File: src/rtl/digit_entry.sv
// Keypad digit-entry register: shifts qualified key strobes in as packed 4-bit digits,
// with backspace, clear, digit count/full tracking and optional overflow scrolling.
// Latency: out/count/accept/reject update on the edge that samples the strobe; no backpressure.
// Ports: clk, rst (sync, active-high), en (key strobe), in (5-bit keycode), bksp, clr,
//        out (packed digits, newest in [3:0]), count, full (decoded), accept/reject (1-cycle pulses).
module digit_entry #(
    parameter int NDIGITS = 8,
    parameter int RADIX   = 10,
    parameter int EDGE    = 1,
    parameter int OVF     = 0,
    localparam int CW     = $clog2(NDIGITS + 1)
) (
    input  logic                   clk,
    input  logic                   rst,
    input  logic                   en,
    input  logic [4:0]             in,
    input  logic                   bksp,
    input  logic                   clr,
    output logic [4*NDIGITS-1:0]   out,
    output logic [CW-1:0]          count,
    output logic                   full,
    output logic                   accept,
    output logic                   reject
);

    localparam logic [CW-1:0] CMAX = CW'(NDIGITS);
    localparam logic [CW-1:0] ONE  = CW'(1);

    logic                 en_q;
    logic                 act;
    logic                 is_digit;
    logic [4*NDIGITS+3:0] shift_wide;
    logic [4*NDIGITS-1:0] out_n;
    logic [CW-1:0]        count_n;
    logic                 accept_n;
    logic                 reject_n;

    // After reset en_q is 0, so an en already high when rst drops is taken as a rising edge.
    assign act      = (EDGE != 0) ? (en & ~en_q) : en;
    // Any keycode with in[4] set is >= 16 and therefore never a digit.
    assign is_digit = (in < 5'(RADIX));
    // Widened concatenation keeps the shift legal for NDIGITS=1; the top digit falls off.
    assign shift_wide = {out, in[3:0]};
    assign full       = (count == CMAX);

    always_comb begin
        out_n    = out;
        count_n  = count;
        accept_n = 1'b0;
        reject_n = 1'b0;
        if (clr) begin
            out_n   = '0;
            count_n = '0;
        end else if (act) begin
            if (bksp) begin
                if (count != '0) begin
                    out_n    = out >> 4;
                    count_n  = count - ONE;
                    accept_n = 1'b1;
                end else begin
                    reject_n = 1'b1;
                end
            end else if (!is_digit) begin
                reject_n = 1'b1;
            end else if (!full) begin
                out_n    = shift_wide[4*NDIGITS-1:0];
                count_n  = count + ONE;
                accept_n = 1'b1;
            end else if (OVF != 0) begin
                // Scroll: count stays pinned at NDIGITS.
                out_n    = shift_wide[4*NDIGITS-1:0];
                accept_n = 1'b1;
            end else begin
                reject_n = 1'b1;
            end
        end
    end

    always_ff @(posedge clk) begin
        if (rst) begin
            en_q   <= 1'b0;
            out    <= '0;
            count  <= '0;
            accept <= 1'b0;
            reject <= 1'b0;
        end else begin
            en_q   <= en;
            out    <= out_n;
            count  <= count_n;
            accept <= accept_n;
            reject <= reject_n;
        end
    end

endmodule

File: config.mk
export PLATFORM = sky130hd
export DESIGN_NAME = digit_entry
export DESIGN_NICKNAME = d
export VERILOG_FILES = /design/src/rtl/digit_entry.sv
export SDC_FILE = /design/constraint.sdc
export NUM_CORES = 1
export LEC_CHECK = 0
export ABC_CLOCK_PERIOD_IN_PS = 1400
export BUFFER_PORTS_ARGS = -buffer_cell sky130_fd_sc_hd__buf_4
export CORE_UTILIZATION = 31
export CTS_CLUSTER_SIZE = 28
export DETAILED_ROUTE_END_ITERATION = 10
export PLACE_DENSITY = 0.62
export SYNTH_ARGS = -nofsm -noshare
export SYNTH_HDL_FRONTEND = slang
export SYNTH_SLANG_ARGS = --single-unit
File: constraint.sdc
create_clock -name clk -period 1.4 [get_ports clk]
set_input_delay 0.07 -clock clk [delete_from_list [all_inputs] [get_ports clk]]
set_output_delay 0.07 -clock clk [all_outputs]
set_load 0.03 [all_outputs]
==> results of run 1 <==
worst max-delay path by stage:
stage                     cells after the start        to      from  slack [ps]
after floorplan                               5  count[3]  count[2]        -190
after global placement                        4   out[10]  count[3]        -260
after detailed placement                      4    out[7]  count[3]        -330
after CTS                                     5   out[19]  count[1]        -150
after global routing                          5   out[19]  count[1]        -250
final                                         5   out[19]  count[1]        -240
Yosys cell counts, drive strengths merged:
cell / instances
o32a: 1
nand3: 3
and3: 1
mux2: 1
dfxtp: 39
buf: 12
or3: 1
nor2b: 2
ha: 2
nand4: 4
inv: 4
clkbuf: 8
o21ai: 6
nand2b: 1
nor4: 1
nor2: 5
or2: 1
a211oi: 29
nor3: 3
o32ai: 1
xnor2: 2
fa: 1
a21oi: 37
mux2i: 28
state kept, by name, summed over array words and instances, names as in the netlist:
signal and cells:
out 32, count 4, accept 1, en_q 1, reject 1
metal layers:
| layer | GRT usage | vias to the layer above |
|---|---|---|
| met5 | 0 | - |
| met4 | 0.04821 | 0 |
| met3 | 0.03146 | 5 |
| met2 | 0.2950 | 28 |
| met1 | 0.2177 | 896 |
| li1 | - | 868 |
power breakdown:
| part | internal, uW | total [uW] | switching [uW] |
|---|---|---|---|
| clock network | 350 | 769 | 419 |
| logic | 308 | 683 | 375 |
| registers | 1140 | 1170 | 37.3 |
| total | 1790 | 2630 | 831 |
cell type report:
class	instances	share of cell area
sequential	39	0.2683
timing repair buffer	82	0.2425
tap	75	0.03174
clock inverter	2	0.003809
multi-input combinational	131	0.4240
clock buffer	6	0.02455
inverter	4	0.005078
worst register-to-register path: cells and delay by family, from the launching register on:
kind	cells	cell delay (ps)
compound gates	3	580
buf+inv	1	170
flops	1	360
simple gates	1	420
repair_timing:
item | in CTS | in global routing
gates resized for setup | 14 | 28
hold buffers | 1 | 0
setup endpoints to repair | 37 | 38
hold endpoints to repair | 1 | 0
pin swaps | 5 | 5
gates cloned | 1 | 3
buffers inserted | 8 | 2
cell families (layout without fill, tap and decap cells):
family	after synthesis	after routing	share of synthesized area
AOI/OAI and AO/OA	74	74	0.2691
DFF	39	39	0.4036
muxes	29	29	0.1507
buffers and inverters	24	94	0.07050
and+or+nand+nor	22	23	0.06986
adders and majority gates	3	3	0.02328
xor gates and xnor gates	2	2	0.01294
through the flow:
| step | setup TNS (ps) | setup slack (ps) |
|---|---|---|
| 2_1_floorplan | -4370 | -192.7 |
| 3_3_place_gp | -7915 | -265.0 |
| 3_5_place_dp | -9342 | -329.3 |
| 4_1_cts | -4244 | -154.8 |
| 5_1_grt | -6815 | -250.9 |
| 6_report | -4864 | -242.2 |
==> flow_metrics.env, run 1 <==
export IMPL_num_vias=1797
export IMPL_hold_path_end="en_q"
export IMPL_wl_met3_um=151
export IMPL_yosysSeqAreaShare=0.4036
export IMPL_cts_made_buffers=5
export IMPL_reg2reg_from="count[1]"
export IMPL_start_util=0.3248
export IMPL_rr_worst_depth=5
export IMPL_synth_nets=206
export IMPL_cp_data_arrival_time_ps=1820
export IMPL_synthCells=193
export IMPL_rr_endpoint="out[19]"
export IMPL_place_congestion=0.7552
export IMPL_maxSlewHeadroom=0.6733
export IMPL_ys_warn_count=0
export IMPL_worst_ir_drop_vdd_uv=490.6
export IMPL_cp_start_kind="flip-flop"
export IMPL_fin_crit_ps=1642
export IMPL_drc=0
export IMPL_fin_nets=276
export IMPL_routed_wl_um=5744
export IMPL_dp_hpwl_um=3207
export IMPL_finalHoldViolCount=0
export IMPL_place_area_um2=2572
export IMPL_rsz0062_at_grt="yes"
export IMPL_io_buffers=48
export IMPL_final_common_cell="buf_4"
export IMPL_dp_cells=317
export IMPL_met2_length_um=2946
export IMPL_fin_ws_ps=-242.2
export IMPL_antenna_found_initial=0
export IMPL_grt_pass1_wl_um=8707
export IMPL_hold_path_class="in -> reg"
export IMPL_fmax_mhz=608.9
export IMPL_grt_pass1_vias=1746
export IMPL_viasPerCell=5.301
export IMPL_power_density_nw_per_um2=888.1
export IMPL_criticalPathCategory="reg -> reg"
export IMPL_grt_ovfl_total=0
export IMPL_fin_util=0.4964
export IMPL_multi_input_area_um2=1254
export IMPL_critPathBufInv=1
export IMPL_wl_per_cell_um=16.94
export IMPL_drv_slew=0
export IMPL_required_ps=1570
export IMPL_core_um2=5956
export IMPL_clkSinkCount=39
export IMPL_area_delta_synth_final_pct=52.85
export IMPL_final_cell_mix="buf_4 (71), dfxtp_1 (35), mux2i_1 (28), a21oi_2 (27), a211oi_2 (15)"
export IMPL_critPathTopFamily="compound AO/OA/AOI/OAI gates"
export IMPL_finClkSkew_ps=3.495
export IMPL_htree_levels=2
export IMPL_final_cells=339
export IMPL_holdWs_ps=11.82
export IMPL_hold_path_depth=2
export IMPL_clk_insertion_delay_late_ps=290
export IMPL_cts_clk_slew_worst_paths_ps=80
export IMPL_die_area_um2=6559
export IMPL_worstPathCellList="or3_4, o32a_4, buf_12, a21oi_1, a211oi_2"
export IMPL_synth_area_per_cell_um2=10.02
export IMPL_cts_root_buf="clkbuf_8"
export IMPL_drt_first_pass_iters=4
export IMPL_yosys_top_cells_area="dfxtp_1 (40%), mux2i_1 (14%), a21oi_1 (9.6%), a211oi_1 (7.4%), a211oi_2 (6.5%)"
export IMPL_outcome="complete, but fails checks"
export IMPL_cap_violations=0
export IMPL_slowest_stage="or3_4"
export IMPL_max_stage_delay_ps=420
export IMPL_setup_viol=38
export IMPL_tightest_slew_ps=490.0
export IMPL_layout_worst_path_cycle_share=1.173
export IMPL_hp_start="en"
export IMPL_met1_length_um=2603
export IMPL_dieWidth_um=80.99
export IMPL_yosysUniqueCellTypes=31
export IMPL_reg2reg_slack_ps=-240
export IMPL_rows=28
export IMPL_violations="setup timing"
export IMPL_synth_top_area_cell="dfxtp_1"
export IMPL_cts_max_path_buffers=2
export IMPL_total_power_uw=2626
export IMPL_drive_gt1_frac=0.5947
export IMPL_ant_nets=0
export IMPL_stdcell_area_um2=2957
export IMPL_grt_usage=0.1716
export IMPL_p_leak_uw=0.001152
export IMPL_io_pins=49
export IMPL_synth_cell_area_um2=1934
export IMPL_end_kind="flip-flop"
export IMPL_cts_tree="done"
export IMPL_dr_max_layer_used="met4"
export IMPL_antenna_cells=0
export IMPL_ys_ff_latch=39
export IMPL_crit_fanout=9
export IMPL_grt_max_degree=40
export IMPL_yosys_area_top_type_share=0.4036
export IMPL_dieHeight_um=80.99
export IMPL_fill_cells=558
export IMPL_initialDrtViolationCount=114
export IMPL_regArea_um2=793.3
No activity file was read; power rests on OpenSTA's default activity.
==> run 2, diff against run 1 <==
--- a/config.mk
+++ b/config.mk
@@ -5,6 +5,7 @@
 export SDC_FILE = /design/constraint.sdc
 export NUM_CORES = 1
 export LEC_CHECK = 0
+export ABC_AREA = 1
 export ABC_CLOCK_PERIOD_IN_PS = 1400
 export BUFFER_PORTS_ARGS = -buffer_cell sky130_fd_sc_hd__buf_4
 export CORE_UTILIZATION = 31
==> run 2 against run 1 <==
Against the previous run:
- the run ends with DRC left
- combinational power is 39% lower
- synthesized area is 7.6% higher
- worst hold slack better by 130 ps
- sequential cell count stayed put
- cell count is 18% higher
- via count is 5.0% higher
- global-route usage is 1.8 points lower
- clock skew is 4.3 ps higher
- die area is 7.4% higher
- utilization is 8.0 points lower
- cell area is 9.6% lower
- critical path depth is 1 higher
- largest power group unchanged
==> flow_metrics.env, run 2 <==
export IMPL_cts_tree="done"
export IMPL_finalHoldViolCount=0
export IMPL_fin_nets=334
export IMPL_tightest_slew_ps=267.0
export IMPL_crit_fanout=5
export IMPL_hold_path_class="in -> reg"
export IMPL_multi_input_area_um2=1152
export IMPL_worstPathCellList="inv_1, fa_1, xor2_1, nand3_1, nand2_1, nor2_2"
export IMPL_final_common_cell="nor2_1"
export IMPL_maxSlewHeadroom=0.8220
export IMPL_area_delta_synth_final_pct=28.44
export IMPL_rr_worst_depth=6
export IMPL_ys_warn_count=0
export IMPL_synth_top_area_cell="dfxtp_1"
export IMPL_core_um2=6422
export IMPL_holdWs_ps=137.0
export IMPL_end_kind="flip-flop"
export IMPL_initialDrtViolationCount=88
export IMPL_dp_hpwl_um=3526
export IMPL_io_buffers=48
export IMPL_start_util=0.3240
export IMPL_place_area_um2=2490
export IMPL_drive_gt1_frac=0.3106
export IMPL_yosysSeqAreaShare=0.3752
export IMPL_rows=29
export IMPL_rsz0062_at_grt="no"
export IMPL_post_cts_buffers=0
export IMPL_power_density_nw_per_um2=959.1
export IMPL_cts_max_path_buffers=2
export IMPL_clk_insertion_delay_late_ps=290
export IMPL_dp_cells=388
export IMPL_top_register="out"
export IMPL_violations="DRC"
export IMPL_routed_wl_um=5056
export IMPL_yosys_area_top_type_share=0.3752
export IMPL_grt_usage=0.1540
export IMPL_ant_nets=0
export IMPL_dieWidth_um=83.93
export IMPL_clkSinkCount=39
export IMPL_hold_path_end="reject"
export IMPL_p_leak_uw=0.001165
export IMPL_cts_made_buffers=5
export IMPL_setup_viol=0
export IMPL_regArea_um2=790.8
export IMPL_final_cells=399
export IMPL_required_ps=1600
export IMPL_io_pins=49
export IMPL_fill_cells=658
export IMPL_dieHeight_um=83.93
export IMPL_fin_util=0.4161
export IMPL_wl_per_cell_um=12.67
export IMPL_synthFlopType="dfxtp_1"
export IMPL_layout_worst_path_cycle_share=0.9395
export IMPL_synthTopCellsByCount="nor2_1 (60), nand2_1 (51), dfxtp_1 (39)"
export IMPL_cp_data_arrival_time_ps=1510
export IMPL_outcome="complete, but fails checks"
export IMPL_max_stage_delay_ps=400
export IMPL_synth_most_common_cell="nor2_1"
export IMPL_reg2reg_slack_ps=80
export IMPL_cts_clk_slew_worst_paths_ps=80
export IMPL_criticalPathCategory="reg -> reg"
export IMPL_grt_ovfl_total=0
export IMPL_fmax_mhz=760.3
export IMPL_reg2reg_from="count[0]"
export IMPL_synth_cell_area_um2=2081
export IMPL_antenna_found_initial=0
export IMPL_rr_endpoint="count[2]"
export IMPL_place_congestion=0.7474
export IMPL_num_vias=1886
export IMPL_ys_ff_latch=39
export IMPL_synth_nets=285
export IMPL_grt_pass1_vias=1729
export IMPL_worst_ir_drop_vdd_uv=339.1
export IMPL_finClkSkew_ps=7.837
export IMPL_yosysUniqueCellTypes=25
export IMPL_critPathBufInv=1
export IMPL_synthCells=272
export IMPL_fin_crit_ps=1315
export IMPL_die_area_um2=7043
export IMPL_antenna_cells=0
export IMPL_drt_first_pass_iters=9
export IMPL_largest_reg_flops=32
export IMPL_slowest_stage="fa_1"
export IMPL_grt_pass1_wl_um=8721
export IMPL_cap_violations=0
export IMPL_hp_start="en"
export IMPL_final_cell_mix="nor2_1 (57), buf_4 (52), nand2_1 (51), nand3_1 (36), dfxtp_1 (35)"
export IMPL_stdcell_area_um2=2673
export IMPL_viasPerCell=4.727
export IMPL_yosys_top_cells_area="dfxtp_1 (38%), mux2i_1 (13%), nor2_1 (11%), nand2_1 (9.2%), nand3_1 (8.7%)"
export IMPL_hold_path_depth=5
export IMPL_synth_edff_count=0
export IMPL_synth_area_per_cell_um2=7.650
export IMPL_cp_start_kind="flip-flop"
export IMPL_async_flop_share=0
export IMPL_drc=9
export IMPL_reg_top3="out: 32 flops, count: 4 flops"
export IMPL_critPathTopFamily="adder cells"
export IMPL_grt_max_degree=38
export IMPL_cts_root_buf="clkbuf_8"
export IMPL_drv_slew=0
export IMPL_htree_levels=2
==> run 2: cell count changes in the layout (fill, tap and decap cells not counted), moves of 9 or more <==
cell / previous run / this run
a211oi_1: 14 / 0
a211oi_2: 15 / 0
a21oi_1: 10 / 1
a21oi_2: 27 / 1
buf_4: 71 / 52
nand2_1: 0 / 51
nand3_1: 1 / 36
nor2_1: 3 / 57
nor2_2: 0 / 22
==> run 2: layout make-up <==
| type | count | area share |
|---|---|---|
| flip-flops and latches | 39 | 0.2959 |
| repair buffers | 58 | 0.1746 |
| well taps | 77 | 0.03605 |
| multi-input cells | 208 | 0.4312 |
| clock buffers | 6 | 0.03090 |
| clock inverters | 2 | 0.01311 |
| inverters | 9 | 0.01826 |
==> run 2: logic make-up after synthesis <==
group,synth area share
muxes,0.1347
adders and majority gates,0.02165
and+or+nand+nor,0.3776
xor gates and xnor gates,0.004210
AOI/OAI and AO/OA,0.007214
DFF,0.3752
buffers and inverters,0.07937
==> run 2: power breakdown <==
group          internal (uW)  total (uW)  switching (uW)
logic                    162         414             252
clock network            577         992             415
registers               1130        1160            27.6
total                   1870        2560             694
==> run 2: timing repair <==
action | 4_1_cts | 5_1_grt
endpoints found under the setup margin | 1 | 32
endpoints found under the hold margin | 2 | 0
hold buffers | 3 | 0
gates resized for setup | 1 | 11
==> run 2: worst max-delay path by stage <==
stage / cells past startpoint / start / end
floorplan: 6 / count[0] / count[2]
global placement: 8 / count[2] / out[26]
detailed placement: 8 / count[1] / out[5]
CTS: 8 / count[0] / out[5]
global route: 8 / count[0] / out[27]
finish: 6 / count[0] / count[2]
==> run 2: worst reg2reg max path, delay by kind of cell, from the launching register on <==
| family | cells | cell delay (ps) |
|---|---|---|
| XOR/XNOR | 1 | 140 |
| flip-flops | 1 | 380 |
| AND/OR/NAND/NOR | 3 | 210 |
| adder cells (fa/ha/maj) | 1 | 400 |
| buffers and inverters | 1 | 80 |
==> run 2: per-layer routing <==
metal	up-vias	track usage	share of wire
met5	-	0	0
met4	0	0.05172	0.012
met3	5	0.03462	0.048
met2	49	0.2370	0.46
met1	860	0.2115	0.48
li1	972	-	-
==> run 2: stage by stage <==
step | TNS [ps] | total power (uW) | setup slack, ps
final | 0 | 2563 | 84.66
after global routing | 0 | 2678 | 2.056
after CTS | 0 | 2577 | 24.63
after detailed placement | -3.823 | 1588 | -3.823
after global placement | 0 | 1584 | 46.82
after floorplan | 0 | 1489 | 16.93
